**src/rtl/sub_result_pkg.sv**
```systemverilog
// Shared types and helpers for the sign/magnitude result display stage:
// FSM state encoding, active-low 7-segment patterns, and digit sizing.
package sub_result_pkg;

  typedef enum logic [0:0] {
    IDLE = 1'b0,
    CONV = 1'b1
  } state_e;

  // Active-low segment patterns, bit order {g,f,e,d,c,b,a}
  localparam logic [6:0] SEG_0     = 7'b1000000;
  localparam logic [6:0] SEG_1     = 7'b1111001;
  localparam logic [6:0] SEG_2     = 7'b0100100;
  localparam logic [6:0] SEG_3     = 7'b0110000;
  localparam logic [6:0] SEG_4     = 7'b0011001;
  localparam logic [6:0] SEG_5     = 7'b0010010;
  localparam logic [6:0] SEG_6     = 7'b0000010;
  localparam logic [6:0] SEG_7     = 7'b1111000;
  localparam logic [6:0] SEG_8     = 7'b0000000;
  localparam logic [6:0] SEG_9     = 7'b0010000;
  localparam logic [6:0] SEG_BLANK = 7'b1111111;
  localparam logic [6:0] SEG_MINUS = 7'b0111111;

  // Smallest digit count d with 10^d > 2^n - 1 (at least one digit)
  function automatic int req_digits(input int n);
    longint unsigned maxv;
    longint unsigned p;
    int d;
    maxv = (64'd1 << n) - 64'd1;
    p    = 64'd1;
    d    = 0;
    for (int i = 0; i < 20; i++) begin
      if (p <= maxv) begin
        p = p * 64'd10;
        d++;
      end
    end
    if (d < 1) d = 1;
    return d;
  endfunction

  // BCD nibble to segment pattern; non-decimal codes show blank
  function automatic logic [6:0] seg7_enc(input logic [3:0] d);
    case (d)
      4'd0:    return SEG_0;
      4'd1:    return SEG_1;
      4'd2:    return SEG_2;
      4'd3:    return SEG_3;
      4'd4:    return SEG_4;
      4'd5:    return SEG_5;
      4'd6:    return SEG_6;
      4'd7:    return SEG_7;
      4'd8:    return SEG_8;
      4'd9:    return SEG_9;
      default: return SEG_BLANK;
    endcase
  endfunction

endpackage

```
**src/rtl/bcd_add3.sv**
```systemverilog
// Shift-add-3 correction for one BCD nibble: values >= 5 get +3 so the
// following left shift carries correctly into the next decimal digit.
module bcd_add3 (
  input  logic [3:0] d_i,
  output logic [3:0] d_o
);

  assign d_o = (d_i >= 4'd5) ? (d_i + 4'd3) : d_i;

endmodule

```
**src/rtl/sub_result_bcd.sv**
```systemverilog
// Result display stage: captures magnitude/sign on a valid/ready handshake,
// converts the magnitude to packed BCD one bit per clock (shift-add-3) and
// presents registered digits, sign and a one-cycle done pulse.
// Optional 7-segment outputs are built when SUB_RESULT_SEG7_EN is defined.
module sub_result_bcd
  import sub_result_pkg::*;
#(
  parameter int N      = 4,
  parameter int DIGITS = 2
) (
  input  logic                  clk,
  input  logic                  rst,
  input  logic                  in_valid,
  output logic                  in_ready,
  input  logic [N-1:0]          mag,
  input  logic                  neg,
  output logic [4*DIGITS-1:0]   bcd,
  output logic                  sign,
  output logic                  done
`ifdef SUB_RESULT_SEG7_EN
  ,
  output logic [7*DIGITS-1:0]   seg,
  output logic [6:0]            seg_sign
`endif
);

  localparam int CW = (N > 1) ? $clog2(N) : 1;
  localparam int BW = 4 * DIGITS;

  if (DIGITS < req_digits(N)) begin : g_bad_digits
    $error("sub_result_bcd: DIGITS too small to hold 2^N-1");
  end

  state_e          state_q, state_d;
  logic [BW-1:0]   work_q;      // BCD accumulator
  logic [N-1:0]    bin_q;       // binary bits still to shift in
  logic [CW-1:0]   cnt_q;
  logic            neg_q;       // already masked: never set for zero magnitude
  logic [BW-1:0]   adj;
  logic [BW-1:0]   shift_bcd;
  logic [N-1:0]    shift_bin;
  logic            accept;
  logic            last;

  assign accept = in_valid && in_ready;
  assign last   = (state_q == CONV) && (cnt_q == CW'(N - 1));

  for (genvar g = 0; g < DIGITS; g++) begin : g_add3
    bcd_add3 u_add3 (
      .d_i (work_q[4*g +: 4]),
      .d_o (adj[4*g +: 4])
    );
  end

  assign {shift_bcd, shift_bin} = {adj, bin_q} << 1;

  // State register
  always_ff @(posedge clk or posedge rst) begin
    if (rst) state_q <= IDLE;
    else     state_q <= state_d;
  end

  // Next state: IDLE waits for a handshake, CONV runs exactly N steps
  always_comb begin
    state_d = state_q;
    case (state_q)
      IDLE:    if (accept) state_d = CONV;
      CONV:    if (last)   state_d = IDLE;
      default: state_d = IDLE;
    endcase
  end

  // Handshake output straight from state so the done cycle can accept
  always_comb begin
    in_ready = (state_q == IDLE);
  end

  // Conversion datapath: load on accept, add-3 then shift while converting
  always_ff @(posedge clk or posedge rst) begin
    if (rst) begin
      work_q <= '0;
      bin_q  <= '0;
      cnt_q  <= '0;
      neg_q  <= 1'b0;
    end else if (accept) begin
      work_q <= '0;
      bin_q  <= mag;
      cnt_q  <= '0;
      neg_q  <= neg && (mag != '0);
    end else if (state_q == CONV) begin
      work_q <= shift_bcd;
      bin_q  <= shift_bin;
      cnt_q  <= cnt_q + CW'(1);
    end
  end

  // Visible result: updated only on the final step, so no partial digits
  always_ff @(posedge clk or posedge rst) begin
    if (rst) begin
      bcd  <= '0;
      sign <= 1'b0;
      done <= 1'b0;
    end else begin
      done <= last;
      if (last) begin
        bcd  <= shift_bcd;
        sign <= neg_q;
      end
    end
  end

`ifdef SUB_RESULT_SEG7_EN
  logic [7*DIGITS-1:0] seg_d;
  logic                nz;

  // Segment patterns for the final digits with leading-zero blanking
  always_comb begin
    seg_d = '1;
    nz    = 1'b0;
    for (int k = DIGITS - 1; k >= 0; k--) begin
      nz = nz | (shift_bcd[4*k +: 4] != 4'd0);
      if ((k == 0) || nz) seg_d[7*k +: 7] = seg7_enc(shift_bcd[4*k +: 4]);
    end
  end

  // Segment registers track bcd/sign on the same edge; blank out of reset
  always_ff @(posedge clk or posedge rst) begin
    if (rst) begin
      seg      <= '1;
      seg_sign <= SEG_BLANK;
    end else if (last) begin
      seg      <= seg_d;
      seg_sign <= neg_q ? SEG_MINUS : SEG_BLANK;
    end
  end
`endif

endmodule

```
**config.mk**
```make
export PLATFORM = sky130hd
export DESIGN_NAME = sub_result_bcd
export DESIGN_NICKNAME = d
export VERILOG_FILES = /design/src/rtl/sub_result_pkg.sv /design/src/rtl/bcd_add3.sv /design/src/rtl/sub_result_bcd.sv
export SDC_FILE = /design/constraint.sdc
export NUM_CORES = 1
export LEC_CHECK = 0
export CORE_ASPECT_RATIO = 1.25
export CORE_UTILIZATION = 50
export CTS_BUF_LIST = sky130_fd_sc_hd__clkbuf_4
export CTS_CLUSTER_DIAMETER = 120
export DETAILED_ROUTE_END_ITERATION = 16
export GPL_TIMING_DRIVEN = 0
export PLACE_DENSITY = 0.77
export SKIP_LAST_GASP = 1
export SYNTH_ARGS = -nofsm -noshare
export SYNTH_HDL_FRONTEND = slang
export SYNTH_SLANG_ARGS = --single-unit
```
**constraint.sdc**
```tcl
create_clock -name clk -period 1.7 [get_ports clk]
set_input_delay 0.255 -clock clk [delete_from_list [all_inputs] [get_ports clk]]
set_output_delay 0.255 -clock clk [all_outputs]
set_load 0.02 [all_outputs]
```
== Word level (Yosys, flattened, before mapping) ==
Cells that the tools add are included.

* Register bits after elaboration: 26
* Latch bits: 0
* Bits in writable memories: 0
* Memory bits (read-only): 0
* Input port bits: 8
* Output and inout port bits: 11
* Logic and storage cells: 31
* Memories: 0

* Add/subtract/negate cells: 3
* Multipliers: 0
* Div/mod/pow operators: 0
* Order comparisons: 2
* Equality and inequality tests: 1
* Shifts and indexed selects: 0
* Muxes and demuxes: 11
* Bitwise operators: 1
* Reduce and logical (&&, ||, !) cells: 5

{| class="wikitable"
|+ Operators by type and width
! kind !! count
|-
| $mux W8 || 2
|-
| $mux W4 || 3
|-
| $ge A4 B3 Y1 const B || 2
|-
| $add A4 B2 Y4 const B || 1
|-
| $mux W2 || 2
|-
| $reduce_bool A4 Y1 || 1
|-
| $add A3 B2 Y3 const B || 1
|-
| $logic_and A1 B1 Y1 || 3
|-
| $mux W3 || 1
|-
| $add A2 B1 Y2 const B || 1
|-
| $eq A2 B2 Y1 const B || 1
|-
| $mux W1 || 2
|-
| $pmux W1 S2 || 1
|-
| $reduce_bool A2 Y1 || 1
|-
| $not A1 Y1 || 1
|}

== Logic depth before layout (Yosys ltp) ==
* Depth in word-level cells: 4
* Mapped depth: 6
* Gate-level depth less buffers: 5

== Modules after synthesis ==
From an unflattened synthesis, not the netlist that was laid out.

* Cell total of the unflattened synthesis: 119
* Area total of the unflattened synthesis: 1291.2 um^2

{| class="wikitable"
|+ By module, submodules not included
! module !! times used !! cells each !! area an instance (um^2) !! sequential area each (um^2)
|-
| sub_result_bcd || 1 || 87 || 1088.5 || 650.6
|-
| bcd_add3 || 2 || 16 || 101.3 || 0.0
|}

== Least setup slack after synthesis ==
OpenSTA, ideal clock, no wires.

* Path kind: register to register
* From: register work_q[0]
* To: register bcd[4]
* Setup time: 69 ps
* Arrival time: 1361 ps
* Required time: 1631 ps
* Setup slack: 270 ps
* Stages on the path, launching flop included: 6
* Buffers on the path: 0
* Clock period less this slack: 1430 ps
* Path through: dfrtp_1 inv_1 ha_1 nor2b_1 or4_1 nand3_1

* Longest elaborated chain between the ends: 2
* Elaborated cells on any way between the ends: 3
* Classes of those cells: add/sub (1); order compare (1); mux (1)

{| class="wikitable"
|+ Ends and longest elaborated chain
! what !! RTL line !! text
|-
| start: declaration || sub_result_bcd.sv:35 || <nowiki>logic [BW-1:0] work_q;</nowiki>
|-
| start signal: assignment || sub_result_bcd.sv:91 || <nowiki>work_q <= shift_bcd;</nowiki>
|-
| $add A4 B2 Y4 or $ge A4 B3 Y1 (tied branches) || bcd_add3.sv:8 || <nowiki>assign d_o = (d_i >= 4'd5) ? (d_i + 4'd3) : d_i;</nowiki>
|-
| $mux W4 * || bcd_add3.sv:8 ||
|-
| end signal: assignment || sub_result_bcd.sv:106 || <nowiki>bcd <= shift_bcd;</nowiki>
|-
| end: declaration || sub_result_bcd.sv:17 || <nowiki>output logic [4*DIGITS-1:0] bcd,</nowiki>
|}

Mark *: on every way between the ends. The rest lies on a longest branch, timed or not.
A chain may end at the register's enable or synchronous reset.

== Worst setup path in the final report ==
* From: register state_q
* To: output port in_ready

* Longest elaborated chain between the ends: 1

{| class="wikitable"
|+ Ends and longest elaborated chain
! what !! RTL line !! text
|-
| start: declaration || sub_result_bcd.sv:34 || <nowiki>state_e state_q, state_d;</nowiki>
|-
| start signal: assignment || sub_result_bcd.sv:60 || <nowiki>else state_q <= state_d;</nowiki>
|-
| $not A1 Y1 || -- ||
|-
| end: declaration || sub_result_bcd.sv:14 || <nowiki>output logic in_ready,</nowiki>
|}

No other way between the ends.

==> results.md <==
* Outcome: complete, no violations
* Max-slew headroom at 0.347
* Post-cts hold buffer count at 0
* Library cell occupying the most area in the post-synthesis netlist: sky130_fd_sc_hd__dfrtp_1
* Post-route setup TNS at 0 ns
* Power Dens Cells at about 1800 nW/µm²
* Slew @ Worst Pin at just under 1 ns
* Post-synthesis to final-layout area growth at 18.1%
* Worst slack after detailed placement at -0.0970 ns
* Pin count of the biggest net entering global routing at 27
* Fraction of synthesized cell area taken by the top area cell type at 0.491
* Largest fanout on the critical path at 10
* # setup viols final at 0
* GP Congestion at around 0.86
* Cell with the most instances after synthesis: sky130_fd_sc_hd__dfrtp_1
* Share of async-settable or async-resettable flops after synthesis at 1.00
* Final hold violations at 0
* Final Power at 2810 µW
* Fin worst setup slack at 0.0701 ns
* Post-CTS setup buffer count at 0
* Peak VDD IR at about 0.0010 V
* Min-Delay Path Class: input port to register
* DRC marker count from the first detailed-route iteration at 33
* Vias in the first global route at ~1100
* Final critical delay including setup and external delays at around 1.6 ns
* Cell types with the largest area share after synthesis: sky130_fd_sc_hd__dfrtp_1, sky130_fd_sc_hd__nand2_1, sky130_fd_sc_hd__ha_1
* Synth cell count leaders: sky130_fd_sc_hd__dfrtp_1, sky130_fd_sc_hd__nand2_1, sky130_fd_sc_hd__nand3_1, sky130_fd_sc_hd__inv_1, sky130_fd_sc_hd__nor2_1
* Number of slew-limit violations in the final report at 0
* Synth Area per Inst at 9.46 µm²
* Via/cell ratio at just under 6
* Std cell rows at 20
* Die Footprint at about 2900 µm²
* RSZ-0062 raised after global routing: no
* Yosys reg bits at 26
* Post-synth EDFFs at 0
* Reg-to-reg slack, setup at roughly 0.11 ns
* Static leakage at 0.000695 µW
* Share of post-route cells with drive strength above 1 at 0.0813
* TritonCTS clock tree: built
* Post-synth net total at around 150
* Highest attainable clock frequency at roughly 0.61 GHz
* Netlist area before placement at roughly 1300 µm²
* CTS Root Buffer Type: sky130_fd_sc_hd__clkbuf_4
* Reg-to-reg endpoint: bcd[5]
* Sink Count at 26
* Via count at around 1100
* Worst Setup Start Kind: register
* Global-route usage over all layers at 0.236
* Period utilisation layout at 0.959
* Clock insertion delay at the later pin of the skew report at approximately 0.32 ns
* Type of the worst setup path: register to output port
* Critical path data required time at 1.44 ns
* Length of the first detailed-routing pass in iterations at 4
* Gate Count Post-Synth at 140
* Clock buffer depth at 2
* Depth of the worst hold-timing path at 2
* Number of max-cap violations at 0
* Count of different cell masters after synthesis at 32
* Setup crit end kind: output port
* Core footprint at 2480 µm²
* Number of nets in the layout at between 150 and 200
* Worst flop-to-flop path startpoint: work_q[4]
* Final HPWL DP at 2040 µm
* Io pins at 19
* Warnings, synthesis at 0
* Initial antenna violation count at 0
* Wire per inst at approximately 14 µm
* FF-to-FF path depth at 5
* Number of buffer cells added on primary ports at 17
* Proportion of synthesized chip area in sequential cells at 0.491
* Crit path arrival time at 1.37 ns
* Cts bufs inserted at 3
* Vertical die dimension at 59.5 µm
* Remaining global-route overflow at 0
* Wire length of the first global-routing pass at between 4000 and 5000 µm
* Critical Path Start: state_q
* Total wire length at around 2800 µm
* DIE WIDTH at 48.0 µm
* H-Tree Level Count at 1
* Clock Pin Slew Worst Setup and Hold Paths at around 0.13 ns
* Remaining number of nets flagged by the antenna check after routing at 0
* Clock Skew at 0.00868 ns
* Destination of the worst hold path: work_q[0]
* Antenna diode instance count at 0
* Starting density of the core at 0.534
* Top flip-flop cell by instance count after synthesis: sky130_fd_sc_hd__dfrtp_1
* Hold wc startpoint: in_valid
* Drc violations at 0
registers in the layout, summed over array words and instances, names as in the netlist:
register	cells
bcd	8
bin_q	4
cnt_q	2
done	1
neg_q	1
sign	1
state_q	1
work_q	8
report_power, final:
part	switching [µW]	internal, µW
Clock	174	83.1
Sequential	216	880
Combinational	837	622
Total	1230	1580
area by class of cell:
cell class                 count  area (µm²)
clock buffer                   3        22.5
inverter                      12        47.5
fill                         199         915
timing repair buffer          17         169
sequential                    26         652
buffer                         5        28.8
tap                           33        41.3
multi-input combinational     97         602
cells in the final DEF (no fill, tap or decap), types with 2 or more instances in the layout:
master                            instances
sky130_fd_sc_hd__nand3_1                 12
sky130_fd_sc_hd__o2111ai_1                6
sky130_fd_sc_hd__mux2i_1                  5
sky130_fd_sc_hd__a31oi_1                  5
sky130_fd_sc_hd__nand2_1                 22
sky130_fd_sc_hd__dfrtp_1                 25
sky130_fd_sc_hd__nor2_1                   8
sky130_fd_sc_hd__clkdlybuf4s50_1         16
sky130_fd_sc_hd__o21ai_0                  6
sky130_fd_sc_hd__nor2b_1                  3
sky130_fd_sc_hd__clkbuf_1                 2
sky130_fd_sc_hd__buf_2                    2
sky130_fd_sc_hd__ha_1                     5
sky130_fd_sc_hd__inv_1                   10
sky130_fd_sc_hd__or4_1                    4
sky130_fd_sc_hd__o31ai_1                  2
sky130_fd_sc_hd__clkbuf_4                 3
sky130_fd_sc_hd__o22ai_1                  2
sky130_fd_sc_hd__a21oi_1                  4
per-layer routing:
metal / global-route usage / up-vias / wire (µm)
met5: 0 / - / 0
met2: 0.371 / 33 / 1380
met4: 0.111 / 0 / 58
li1: - / 546 / -
met3: 0.0427 / 8 / 105
met1: 0.306 / 550 / 1230
worst max-delay path by stage:
stage | slack [ns] | to
floorplan | 0.27 | bcd[4]
global placement | -0.07 | bcd[5]
detailed placement | -0.1 | bcd[5]
CTS | 0.04 | bcd[5]
global route | 0.02 | bcd[5]
finish | 0.07 | in_ready
kinds of logic after synthesis:
group,share of synthesized area
compound gates,0.174
mux,0.0378
flops,0.491
fa+ha+maj,0.0473
simple gates,0.194
buf+inv,0.0558
timing repair:
action                                  4_1_cts  5_1_grt
endpoints found under the hold margin         0        0
endpoints found under the setup margin       10        6
cloned                                        0        0
gates resized for setup                       2        3
through the flow:
| step | hold WS [ns] | instance area (µm²) | instances | utilization |
|---|---|---|---|---|
| 6_report | 0.282 | 1560 | 193 | 0.631 |
| 5_1_grt | 0.266 | 1560 | 193 | 0.631 |
| 4_1_cts | 0.265 | 1560 | 193 | 0.629 |
| 3_5_place_dp | 0.460 | 1540 | 190 | 0.620 |
| 3_3_place_gp | 0.454 | 1540 | 190 | 0.620 |
| 2_1_floorplan | 0.295 | 1320 | 140 | - |
critical path, cell delays in order (launching register included):
cell	delay, ns
sky130_fd_sc_hd__dfrtp_1	0.41
sky130_fd_sc_hd__buf_6	0.15
sky130_fd_sc_hd__inv_2	0.13
sky130_fd_sc_hd__dlygate4sd2_1	0.36
Power figures use the tool's default switching activity.
